### config.mk
export PLATFORM = sky130hd
export DESIGN_NAME = dcache_tag_ctrl_flat
export DESIGN_NICKNAME = d
export VERILOG_FILES = /design/src/rtl/dcache_tag_ctrl_if.sv /design/src/rtl/dcache_tag_ctrl.sv /design/src/flat_wrapper.sv
export SDC_FILE = /design/constraint.sdc
export NUM_CORES = 1
export LEC_CHECK = 0
export ABC_AREA = 1
export BUFFER_PORTS_ARGS = -buffer_cell sky130_fd_sc_hd__buf_2
export CAP_MARGIN = 40
export CORE_ASPECT_RATIO = 1.1
export CORE_UTILIZATION = 46
export DETAILED_ROUTE_END_ITERATION = 8
export PLACE_DENSITY = 0.89
export SLEW_MARGIN = 10
export SYNTH_ARGS = -nofsm -noshare
export SYNTH_HDL_FRONTEND = slang
export SYNTH_SLANG_ARGS = --single-unit
export TNS_END_PERCENT = 20
### constraint.sdc
create_clock -name clk_i -period 2.37 [get_ports clk_i]
set_input_delay 0.3555 -clock clk_i [delete_from_list [all_inputs] [get_ports clk_i]]
set_output_delay 0.3555 -clock clk_i [all_outputs]
set_load 0.03 [all_outputs]
### src/rtl/dcache_tag_ctrl_if.sv
// Bus bundle between the dcache pipeline, the tag controller and the tag store SRAM.
// The controller uses the slave view; the pipeline/SRAM side uses the master view.
interface dcache_tag_ctrl_if #(
    parameter int TAG_WIDTH = 20,
    parameter int NUM_WORDS = 256,
    localparam int IDX_W    = $clog2(NUM_WORDS)
);
    logic                   flush_i;
    logic                   flush_done_o;

    logic                   req_valid_i;
    logic                   req_ready_o;
    logic [IDX_W-1:0]       req_index_i;
    logic [TAG_WIDTH-1:0]   req_tag_i;
    logic                   req_we_i;

    logic                   rsp_valid_o;
    logic                   rsp_hit_o;
    logic                   rsp_dirty_o;
    logic [TAG_WIDTH-1:0]   rsp_victim_tag_o;

    logic                   refill_valid_i;
    logic                   refill_ready_o;
    logic [IDX_W-1:0]       refill_index_i;
    logic [TAG_WIDTH-1:0]   refill_tag_i;
    logic                   refill_dirty_i;

    logic                   ts_en_o;
    logic                   ts_we_o;
    logic [IDX_W-1:0]       ts_addr_o;
    logic [TAG_WIDTH+1:0]   ts_wdata_o;
    logic [TAG_WIDTH+1:0]   ts_bit_en_o;
    logic [TAG_WIDTH+1:0]   ts_rdata_i;

    modport slave (
        input  flush_i, req_valid_i, req_index_i, req_tag_i, req_we_i,
               refill_valid_i, refill_index_i, refill_tag_i, refill_dirty_i, ts_rdata_i,
        output flush_done_o, req_ready_o, rsp_valid_o, rsp_hit_o, rsp_dirty_o,
               rsp_victim_tag_o, refill_ready_o, ts_en_o, ts_we_o, ts_addr_o,
               ts_wdata_o, ts_bit_en_o
    );

    modport master (
        output flush_i, req_valid_i, req_index_i, req_tag_i, req_we_i,
               refill_valid_i, refill_index_i, refill_tag_i, refill_dirty_i, ts_rdata_i,
        input  flush_done_o, req_ready_o, rsp_valid_o, rsp_hit_o, rsp_dirty_o,
               rsp_victim_tag_o, refill_ready_o, ts_en_o, ts_we_o, ts_addr_o,
               ts_wdata_o, ts_bit_en_o
    );
endinterface

### src/rtl/dcache_tag_ctrl.sv
// Data cache tag store controller: lookup/compare, refill installs, store-hit dirty
// updates and a full invalidate sweep.
//
// state  | meaning
// IDLE   | accepts flush > refill > lookup; refill writes happen here in one cycle
// LOOKUP | read data returns; compare, optional dirty-bit write, register response
// FLUSH  | one invalidating write per cycle, index 0 .. NUM_WORDS-1
module dcache_tag_ctrl #(
    parameter int TAG_WIDTH = 20,
    parameter int NUM_WORDS = 256,
    localparam int IDX_W    = $clog2(NUM_WORDS)
) (
    input  logic               clk_i,
    input  logic               rst_ni,
    dcache_tag_ctrl_if.slave   bus
);
    localparam int EW        = TAG_WIDTH + 2;
    localparam int VALID_BIT = TAG_WIDTH + 1;
    localparam int DIRTY_BIT = TAG_WIDTH;
    localparam logic [IDX_W-1:0] LAST_IDX = IDX_W'(NUM_WORDS - 1);

    typedef enum logic [1:0] {
        ST_IDLE   = 2'd0,
        ST_LOOKUP = 2'd1,
        ST_FLUSH  = 2'd2
    } state_t;

    state_t               state_q, state_nxt;
    logic [IDX_W-1:0]     flush_cnt_q, flush_cnt_nxt;
    logic                 flush_done_q, flush_done_nxt;

    logic [IDX_W-1:0]     lat_index_q;
    logic [TAG_WIDTH-1:0] lat_tag_q;
    logic                 lat_we_q;

    logic                 rsp_valid_q;
    logic                 rsp_hit_q;
    logic                 rsp_dirty_q;
    logic [TAG_WIDTH-1:0] rsp_victim_q;

    logic                 ts_en, ts_we;
    logic [IDX_W-1:0]     ts_addr;
    logic [EW-1:0]        ts_wdata, ts_bit_en;
    logic                 accept_req, lookup_done;

    logic                 rd_valid, rd_dirty, hit;
    logic [TAG_WIDTH-1:0] rd_tag;

    assign rd_valid = bus.ts_rdata_i[VALID_BIT];
    assign rd_dirty = bus.ts_rdata_i[DIRTY_BIT];
    assign rd_tag   = bus.ts_rdata_i[TAG_WIDTH-1:0];
    assign hit      = rd_valid && (rd_tag == lat_tag_q);

    always_comb begin
        state_nxt      = state_q;
        flush_cnt_nxt  = flush_cnt_q;
        flush_done_nxt = 1'b0;
        accept_req     = 1'b0;
        lookup_done    = 1'b0;
        ts_en          = 1'b0;
        ts_we          = 1'b0;
        ts_addr        = '0;
        ts_wdata       = '0;
        ts_bit_en      = '0;

        case (state_q)
            ST_IDLE: begin
                if (bus.flush_i) begin
                    state_nxt = ST_FLUSH;
                end else if (bus.refill_valid_i) begin
                    ts_en     = 1'b1;
                    ts_we     = 1'b1;
                    ts_addr   = bus.refill_index_i;
                    ts_wdata  = {1'b1, bus.refill_dirty_i, bus.refill_tag_i};
                    ts_bit_en = '1;
                end else if (bus.req_valid_i) begin
                    ts_en      = 1'b1;
                    ts_addr    = bus.req_index_i;
                    accept_req = 1'b1;
                    state_nxt  = ST_LOOKUP;
                end
            end
            ST_LOOKUP: begin
                lookup_done = 1'b1;
                state_nxt   = ST_IDLE;
                // Only the dirty bit is touched, so a concurrent tag value never matters.
                if (hit && lat_we_q && !rd_dirty) begin
                    ts_en                = 1'b1;
                    ts_we                = 1'b1;
                    ts_addr              = lat_index_q;
                    ts_wdata[DIRTY_BIT]  = 1'b1;
                    ts_bit_en[DIRTY_BIT] = 1'b1;
                end
            end
            ST_FLUSH: begin
                ts_en     = 1'b1;
                ts_we     = 1'b1;
                ts_addr   = flush_cnt_q;
                ts_bit_en = '1;
                if (flush_cnt_q == LAST_IDX) begin
                    flush_cnt_nxt  = '0;
                    flush_done_nxt = 1'b1;
                    state_nxt      = ST_IDLE;
                end else begin
                    flush_cnt_nxt = flush_cnt_q + 1'b1;
                end
            end
            default: state_nxt = ST_IDLE;
        endcase
    end

    always_ff @(posedge clk_i) begin
        if (!rst_ni) begin
            state_q      <= ST_IDLE;
            flush_cnt_q  <= '0;
            flush_done_q <= 1'b0;
            lat_index_q  <= '0;
            lat_tag_q    <= '0;
            lat_we_q     <= 1'b0;
            rsp_valid_q  <= 1'b0;
            rsp_hit_q    <= 1'b0;
            rsp_dirty_q  <= 1'b0;
            rsp_victim_q <= '0;
        end else begin
            state_q      <= state_nxt;
            flush_cnt_q  <= flush_cnt_nxt;
            flush_done_q <= flush_done_nxt;
            rsp_valid_q  <= lookup_done;
            if (accept_req) begin
                lat_index_q <= bus.req_index_i;
                lat_tag_q   <= bus.req_tag_i;
                lat_we_q    <= bus.req_we_i;
            end
            if (lookup_done) begin
                rsp_hit_q    <= hit;
                rsp_dirty_q  <= rd_dirty;
                rsp_victim_q <= rd_tag;
            end
        end
    end

    assign bus.refill_ready_o   = (state_q == ST_IDLE) && !bus.flush_i;
    assign bus.req_ready_o      = (state_q == ST_IDLE) && !bus.flush_i && !bus.refill_valid_i;
    assign bus.flush_done_o     = flush_done_q;
    assign bus.rsp_valid_o      = rsp_valid_q;
    assign bus.rsp_hit_o        = rsp_hit_q;
    assign bus.rsp_dirty_o      = rsp_dirty_q;
    assign bus.rsp_victim_tag_o = rsp_victim_q;
    assign bus.ts_en_o          = ts_en;
    assign bus.ts_we_o          = ts_we;
    assign bus.ts_addr_o        = ts_addr;
    assign bus.ts_wdata_o       = ts_wdata;
    assign bus.ts_bit_en_o      = ts_bit_en;
endmodule
### src/flat_wrapper.sv
// flat-port wrapper written by rule: the top's interface ports become plain ports
module dcache_tag_ctrl_flat 
#(
    parameter int TAG_WIDTH = 20,
    parameter int NUM_WORDS = 256,
    localparam int IDX_W    = $clog2(NUM_WORDS)
)
  (clk_i, rst_ni, bus_flush_i, bus_req_valid_i, bus_req_index_i, bus_req_tag_i, bus_req_we_i, bus_refill_valid_i, bus_refill_index_i, bus_refill_tag_i, bus_refill_dirty_i, bus_ts_rdata_i, bus_flush_done_o, bus_req_ready_o, bus_rsp_valid_o, bus_rsp_hit_o, bus_rsp_dirty_o, bus_rsp_victim_tag_o, bus_refill_ready_o, bus_ts_en_o, bus_ts_we_o, bus_ts_addr_o, bus_ts_wdata_o, bus_ts_bit_en_o);
  dcache_tag_ctrl_if #(.TAG_WIDTH(TAG_WIDTH), .NUM_WORDS(NUM_WORDS)) bus_i ();
  input  logic clk_i;
  input  logic rst_ni;
  input wire logic [$bits(bus_i.flush_i)-1:0] bus_flush_i;
  input wire logic [$bits(bus_i.req_valid_i)-1:0] bus_req_valid_i;
  input wire logic [$bits(bus_i.req_index_i)-1:0] bus_req_index_i;
  input wire logic [$bits(bus_i.req_tag_i)-1:0] bus_req_tag_i;
  input wire logic [$bits(bus_i.req_we_i)-1:0] bus_req_we_i;
  input wire logic [$bits(bus_i.refill_valid_i)-1:0] bus_refill_valid_i;
  input wire logic [$bits(bus_i.refill_index_i)-1:0] bus_refill_index_i;
  input wire logic [$bits(bus_i.refill_tag_i)-1:0] bus_refill_tag_i;
  input wire logic [$bits(bus_i.refill_dirty_i)-1:0] bus_refill_dirty_i;
  input wire logic [$bits(bus_i.ts_rdata_i)-1:0] bus_ts_rdata_i;
  output wire logic [$bits(bus_i.flush_done_o)-1:0] bus_flush_done_o;
  output wire logic [$bits(bus_i.req_ready_o)-1:0] bus_req_ready_o;
  output wire logic [$bits(bus_i.rsp_valid_o)-1:0] bus_rsp_valid_o;
  output wire logic [$bits(bus_i.rsp_hit_o)-1:0] bus_rsp_hit_o;
  output wire logic [$bits(bus_i.rsp_dirty_o)-1:0] bus_rsp_dirty_o;
  output wire logic [$bits(bus_i.rsp_victim_tag_o)-1:0] bus_rsp_victim_tag_o;
  output wire logic [$bits(bus_i.refill_ready_o)-1:0] bus_refill_ready_o;
  output wire logic [$bits(bus_i.ts_en_o)-1:0] bus_ts_en_o;
  output wire logic [$bits(bus_i.ts_we_o)-1:0] bus_ts_we_o;
  output wire logic [$bits(bus_i.ts_addr_o)-1:0] bus_ts_addr_o;
  output wire logic [$bits(bus_i.ts_wdata_o)-1:0] bus_ts_wdata_o;
  output wire logic [$bits(bus_i.ts_bit_en_o)-1:0] bus_ts_bit_en_o;
  assign bus_i.flush_i = bus_flush_i;
  assign bus_i.req_valid_i = bus_req_valid_i;
  assign bus_i.req_index_i = bus_req_index_i;
  assign bus_i.req_tag_i = bus_req_tag_i;
  assign bus_i.req_we_i = bus_req_we_i;
  assign bus_i.refill_valid_i = bus_refill_valid_i;
  assign bus_i.refill_index_i = bus_refill_index_i;
  assign bus_i.refill_tag_i = bus_refill_tag_i;
  assign bus_i.refill_dirty_i = bus_refill_dirty_i;
  assign bus_i.ts_rdata_i = bus_ts_rdata_i;
  assign bus_flush_done_o = bus_i.flush_done_o;
  assign bus_req_ready_o = bus_i.req_ready_o;
  assign bus_rsp_valid_o = bus_i.rsp_valid_o;
  assign bus_rsp_hit_o = bus_i.rsp_hit_o;
  assign bus_rsp_dirty_o = bus_i.rsp_dirty_o;
  assign bus_rsp_victim_tag_o = bus_i.rsp_victim_tag_o;
  assign bus_refill_ready_o = bus_i.refill_ready_o;
  assign bus_ts_en_o = bus_i.ts_en_o;
  assign bus_ts_we_o = bus_i.ts_we_o;
  assign bus_ts_addr_o = bus_i.ts_addr_o;
  assign bus_ts_wdata_o = bus_i.ts_wdata_o;
  assign bus_ts_bit_en_o = bus_i.ts_bit_en_o;
  dcache_tag_ctrl #(.TAG_WIDTH(TAG_WIDTH), .NUM_WORDS(NUM_WORDS)) u_core (.clk_i(clk_i), .rst_ni(rst_ni), .bus(bus_i));
endmodule
Word-level counts from Yosys, hierarchy flattened. Index checks and enable logic that the tools add are counted.

$add $sub $neg: 1. Eq/ne operators: 7. Mux-type cells: 34. Reductions and logical operators: 11.

Operators with widths (number): 22-bit two-way mux (4); 8-bit two-way mux (5); 20-bit one-hot mux with 2 select lines (1); 8-bit one-hot mux with 3 select lines (1); 20-bit == test (1); 20-bit two-way mux (1); 1-bit two-way mux (12); 1-bit one-hot mux with 3 select lines (3); 8-bit by 1-bit adder with 8-bit output (second input constant) (1); 8-bit == test (second input constant) (1); 2-bit two-way mux (4); 3-bit != test (second input constant) (2); 1-bit logical AND (5); 1-bit one-hot mux with 2 select lines (2); 2-bit one-hot mux with 2 select lines (1); 1-bit zero test (3); 3-bit AND reduction (1); 2-bit by 1-bit == test with 1-bit output (second input constant) (1); 2-bit == test (second input constant) (1); 2-bit zero test (1); 2-bit by 1-bit != test with 1-bit output (second input constant) (1); 2-bit AND reduction (1).

Bits in registers: 63. Input bits: 85. Logic and storage cells: 63.

Logic depth before layout (Yosys ltp).
Depth after elaboration: 6. Mapped depth: 10.

Worst setup path before layout. No wires, ideal clock.

Path type: reg-to-output. Start point: reg u_core.state_q[0]. End point: out bus_ts_bit_en_o[20]. Arrival time: 1985 ps. Required time: 2014 ps. Slack: 30 ps. Stages on the path, launching flop included: 10. Buffers on the path: 2. Cells stage by stage: dfxtp_1 nor2_2 inv_2 nor2_4 inv_2 nor2_2 buf_6 nor2_1 a21oi_1 buf_4.

Cells in the longest elaborated chain, start to end: 2.

Ends and longest elaborated chain: start, declared (RTL line dcache_tag_ctrl.sv:28) `state_t state_q, state_nxt;`; start signal, assigned (RTL line dcache_tag_ctrl.sv:125) `state_q <= state_nxt;`; 2-bit == test (tied with other cells) (RTL line dcache_tag_ctrl.sv:66) `case (state_q)`; 1-bit one-hot mux with 3 select lines (*) (RTL line dcache_tag_ctrl.sv:66); end, declared (RTL line flat_wrapper.sv:33) `output wire logic [$bits(bus_i.ts_bit_en_o)-1:0] bus_ts_bit_en_o;`.

Every way passes the cells marked *; elsewhere a longest branch is shown, timed or not.

Worst setup path after layout.
Start point: reg u_core.state_q[1]. End point: out bus_ts_wdata_o[9].

Cells in the longest elaborated chain, start to end: 2.

Ends and longest elaborated chain: 2-bit zero test (RTL line dcache_tag_ctrl.sv:66); 20-bit two-way mux (RTL line dcache_tag_ctrl.sv:66); end, declared (RTL line flat_wrapper.sv:32) `output wire logic [$bits(bus_i.ts_wdata_o)-1:0] bus_ts_wdata_o;`.

Every way passes these cells.

==> results.yml <==
worst_setup_path:
  reg2reg_from: "u_core.state_q[1]$_SDFFE_PN0P_"
  r2r_end: "u_core.flush_cnt_q[7]$_SDFFE_PN0P_"
  setup.worst_path.start: "u_core.state_q[1]$_SDFFE_PN0P_"
  critPathLaunchType: "flop"
  worstSetupPathDepth: 9
  crit_end: "bus_ts_wdata_o[9]"
  cp.required_ns: 2.01
  slowest_stage: "dfxtp_1"
  path_class: "flop to output port"
  worst-endpoint-arrival_ns: 1.86
  cp_top_family: "buffers and inverters"
  r2r_cells: 7
  ff2ff_setup_slack_ns: 0.66
  critPathMaxStageDelay_ns: 0.35
  worstPathMaxFanout: 20
  cp_cell_sequence: "nor2_2 -> inv_2 -> nor2_4 -> inv_2 -> nor2_4 -> inv_1 -> buf_4 -> nor2_1 -> buf_2"
  cp_num_buf_inv: 5
  end_kind: "output port"
die:
  die_h_um: 89.8
  die_w_um: 81.8
  core_um2: 6670
  ios: 165
  rows: 31
  start_util: 0.483
  dieArea_um2: 7350
timing:
  finalSetupTns_ns: 0
  relSlewSlack: 0.643
  min_period_ns: 2.21
  post-route-period-util: 0.934
  setup_slack_ns: 0.156
  finalSetupViolCount: 0
  hold_viol_final: 0
  skew_ns: 0.00640
  maxSlewViolCount: 0
  max_freq_mhz: 452
  rsz0062_at_grt: "no"
  worstMarginPinSlew_ns: 0.534
synthesis:
  yosysWarnings: 0
  synth_cells: 481
  avgSynthCellArea_um2: 6.70
  synthTopCellsByArea: "dfxtp_1 39%, nor2_1 9.9%, nand2_1 8.6%"
  synth_top_cell_by_area: "dfxtp_1"
  netlist.area_leader.share: 0.391
  netlist_area_um2: 3220
  netlist-cell-type-count: 30
  synthesis.nets: 567
  yosysSeqAreaShare: 0.391
  ys_seq_elements: 63
cts:
  cts_tree: "done"
  clockBufferDepth: 2
  worstSkewPairLatency_ns: 0.34
  cts_buffers: 9
  cts-root-buf: "clkbuf_8"
  clock_sinks: 63
  path_clk_slew_ns: 0.07
  cts.htree.levels: 3
  cts_hold_buf: 0
placed_design:
  placed_area_um2: 3940
  gp_congestion: 0.826
  dp_worst_setup_slack_ns: 0.364
  portBuffers: 164
  placed_cells: 693
  hpwl_um: 6580
grt:
  antenna_found_initial: 0
  grt_pass1_wl_um: 14100
  overflow: 0
  grt_pass1_vias: 3125
  grt_start_max_net_pins: 38
  grtUsageTotal: 0.246
detailed_routing:
  drt.antenna.violating_nets: 0
  wire_per_inst_um: 12.3
  dr.pass1.iters: 4
  drt_iter0_drc: 142
  wl_um: 8790
  num_vias: 3452
  drc_errors: 0
  vias_per_cell: 4.81
final_layout:
  drive_gt1_frac: 0.346
  nets: 716
  area_growth_syn_to_layout_pct: 31.5
  stdcell_count: 717
  insertedDiodeCount: 0
  final_area_um2: 4240
status:
  outcome: "complete, no violations"
flow_run:
  drv_cap: 0
min_path:
  holdCritPathClass: "input pin to flop"
power:
  power_density_nw_per_um2: 631
  power_leakage_nw: 2.23
  peakVddDrop_uv: 326
==> layout by cell type, fill, tap and decap left out, types with 3 or more instances in the layout <==
| cell type | instances |
|---|---|
| o21ai_1 | 11 |
| nor2_4 | 3 |
| nor3_1 | 3 |
| dfxtp_1 | 62 |
| buf_2 | 160 |
| nand2_1 | 73 |
| a21oi_2 | 5 |
| buf_4 | 15 |
| xor2_1 | 5 |
| o21ai_0 | 50 |
| a21oi_1 | 38 |
| clkbuf_8 | 11 |
| nand3_1 | 8 |
| nand2_2 | 5 |
| inv_2 | 3 |
| nor2_1 | 84 |
| inv_1 | 71 |
==> state kept, by name, summed over array words and instances (netlist names) <==
name / cells
u_core.lat_tag_q: 20
u_core.bus.rsp_valid_o: 1
u_core.flush_cnt_q: 8
u_core.bus.rsp_hit_o: 1
u_core.bus.rsp_victim_tag_o: 20
u_core.lat_we_q: 1
u_core.state_q: 2
u_core.lat_index_q: 8
u_core.bus.rsp_dirty_o: 1
u_core.bus.flush_done_o: 1
==> how the worst min path moves through the flow <==
stage | cells past startpoint | slack, ns | from | to
global placement | 2 | 0.45 | u_core.lat_tag_q[17]$_SDFFE_PN0P_ | u_core.lat_tag_q[17]$_SDFFE_PN0P_
detailed placement | 2 | 0.46 | u_core.lat_index_q[2]$_SDFFE_PN0P_ | u_core.lat_index_q[2]$_SDFFE_PN0P_
floorplan | 2 | 0.44 | u_core.lat_tag_q[17]$_SDFFE_PN0P_ | u_core.lat_tag_q[17]$_SDFFE_PN0P_
finish | 3 | 0.26 | bus_req_tag_i[1] | u_core.lat_tag_q[1]$_SDFFE_PN0P_
global route | 3 | 0.25 | bus_req_tag_i[1] | u_core.lat_tag_q[1]$_SDFFE_PN0P_
CTS | 3 | 0.26 | bus_req_tag_i[1] | u_core.lat_tag_q[1]$_SDFFE_PN0P_
==> through the flow <==
stage	hold slack, ns	power, mW	utilization
floorplan	0.442	1.58	-
global placement	0.452	1.70	0.590
detailed placement	0.457	1.71	0.590
CTS	0.257	2.66	0.621
global route	0.254	2.80	0.636
finish	0.261	2.68	0.636
==> layer usage <==
layer / wire [um] / track usage
met5: 0 / 0
met4: 201 / 0.0936
met3: 722 / 0.0761
met2: 4170 / 0.396
met1: 3690 / 0.302
==> cells in the mapped netlist <==
library cell,n
nor2_1,85
nand2_1,74
inv_1,72
dfxtp_1,63
o21ai_0,50
a21oi_1,39
buf_4,21
buf_2,11
o21ai_1,11
nand3_1,8
clkbuf_1,5
nand2_2,5
xor2_1,5
a21oi_2,4
inv_2,3
nor3_1,3
a211oi_1,2
buf_6,2
nand4_1,2
nor2_2,2
nor2_4,2
o21a_1,2
o21bai_1,2
or2_2,2
buf_1,1
clkinv_2,1
ha_1,1
nand3_4,1
nor3b_2,1
xnor2_1,1
==> kinds of logic after synthesis <==
group,count (synthesis),synth area share
flip-flops,63,0.391
adder cells (fa/ha/maj),1,0.00388
XOR/XNOR,6,0.0163
AO/OA/AOI/OAI,110,0.180
buffers and inverters,116,0.169
AND/OR/NAND/NOR,185,0.240
==> report_power, final <==
part / switching [mW] / total (mW) / internal, mW
Clock: 0.418 / 0.959 / 0.541
Sequential: 0.0220 / 1.12 / 1.10
Combinational: 0.398 / 0.598 / 0.200
==> area by class of cell <==
type	count	area, um^2
Fill cell	596	2430
Multi-Input combinational cell	302	1440
Sequential cell	63	1260
Timing Repair Buffer	178	940
Inverter	76	292
Clock buffer	11	151
Tap cell	82	103
Clock inverter	5	56.3
==> worst register-to-register path, cell delays in order (launching register included) <==
cell and delay [ns]:
dfxtp_1 0.39, inv_1 0.14, nor2_4 0.17, clkinvlp_4 0.12, buf_4 0.18, buf_4 0.14, o21ai_0 0.35, nor2_1 0.09
==> what timing repair did <==
action | in CTS | in global routing
endpoints found under the setup margin | 21 | 51
buffers inserted | 0 | 8
gates resized for setup | 1 | 13
pin swaps | 0 | 2
Note: power is estimated with default switching activity, not from simulation.
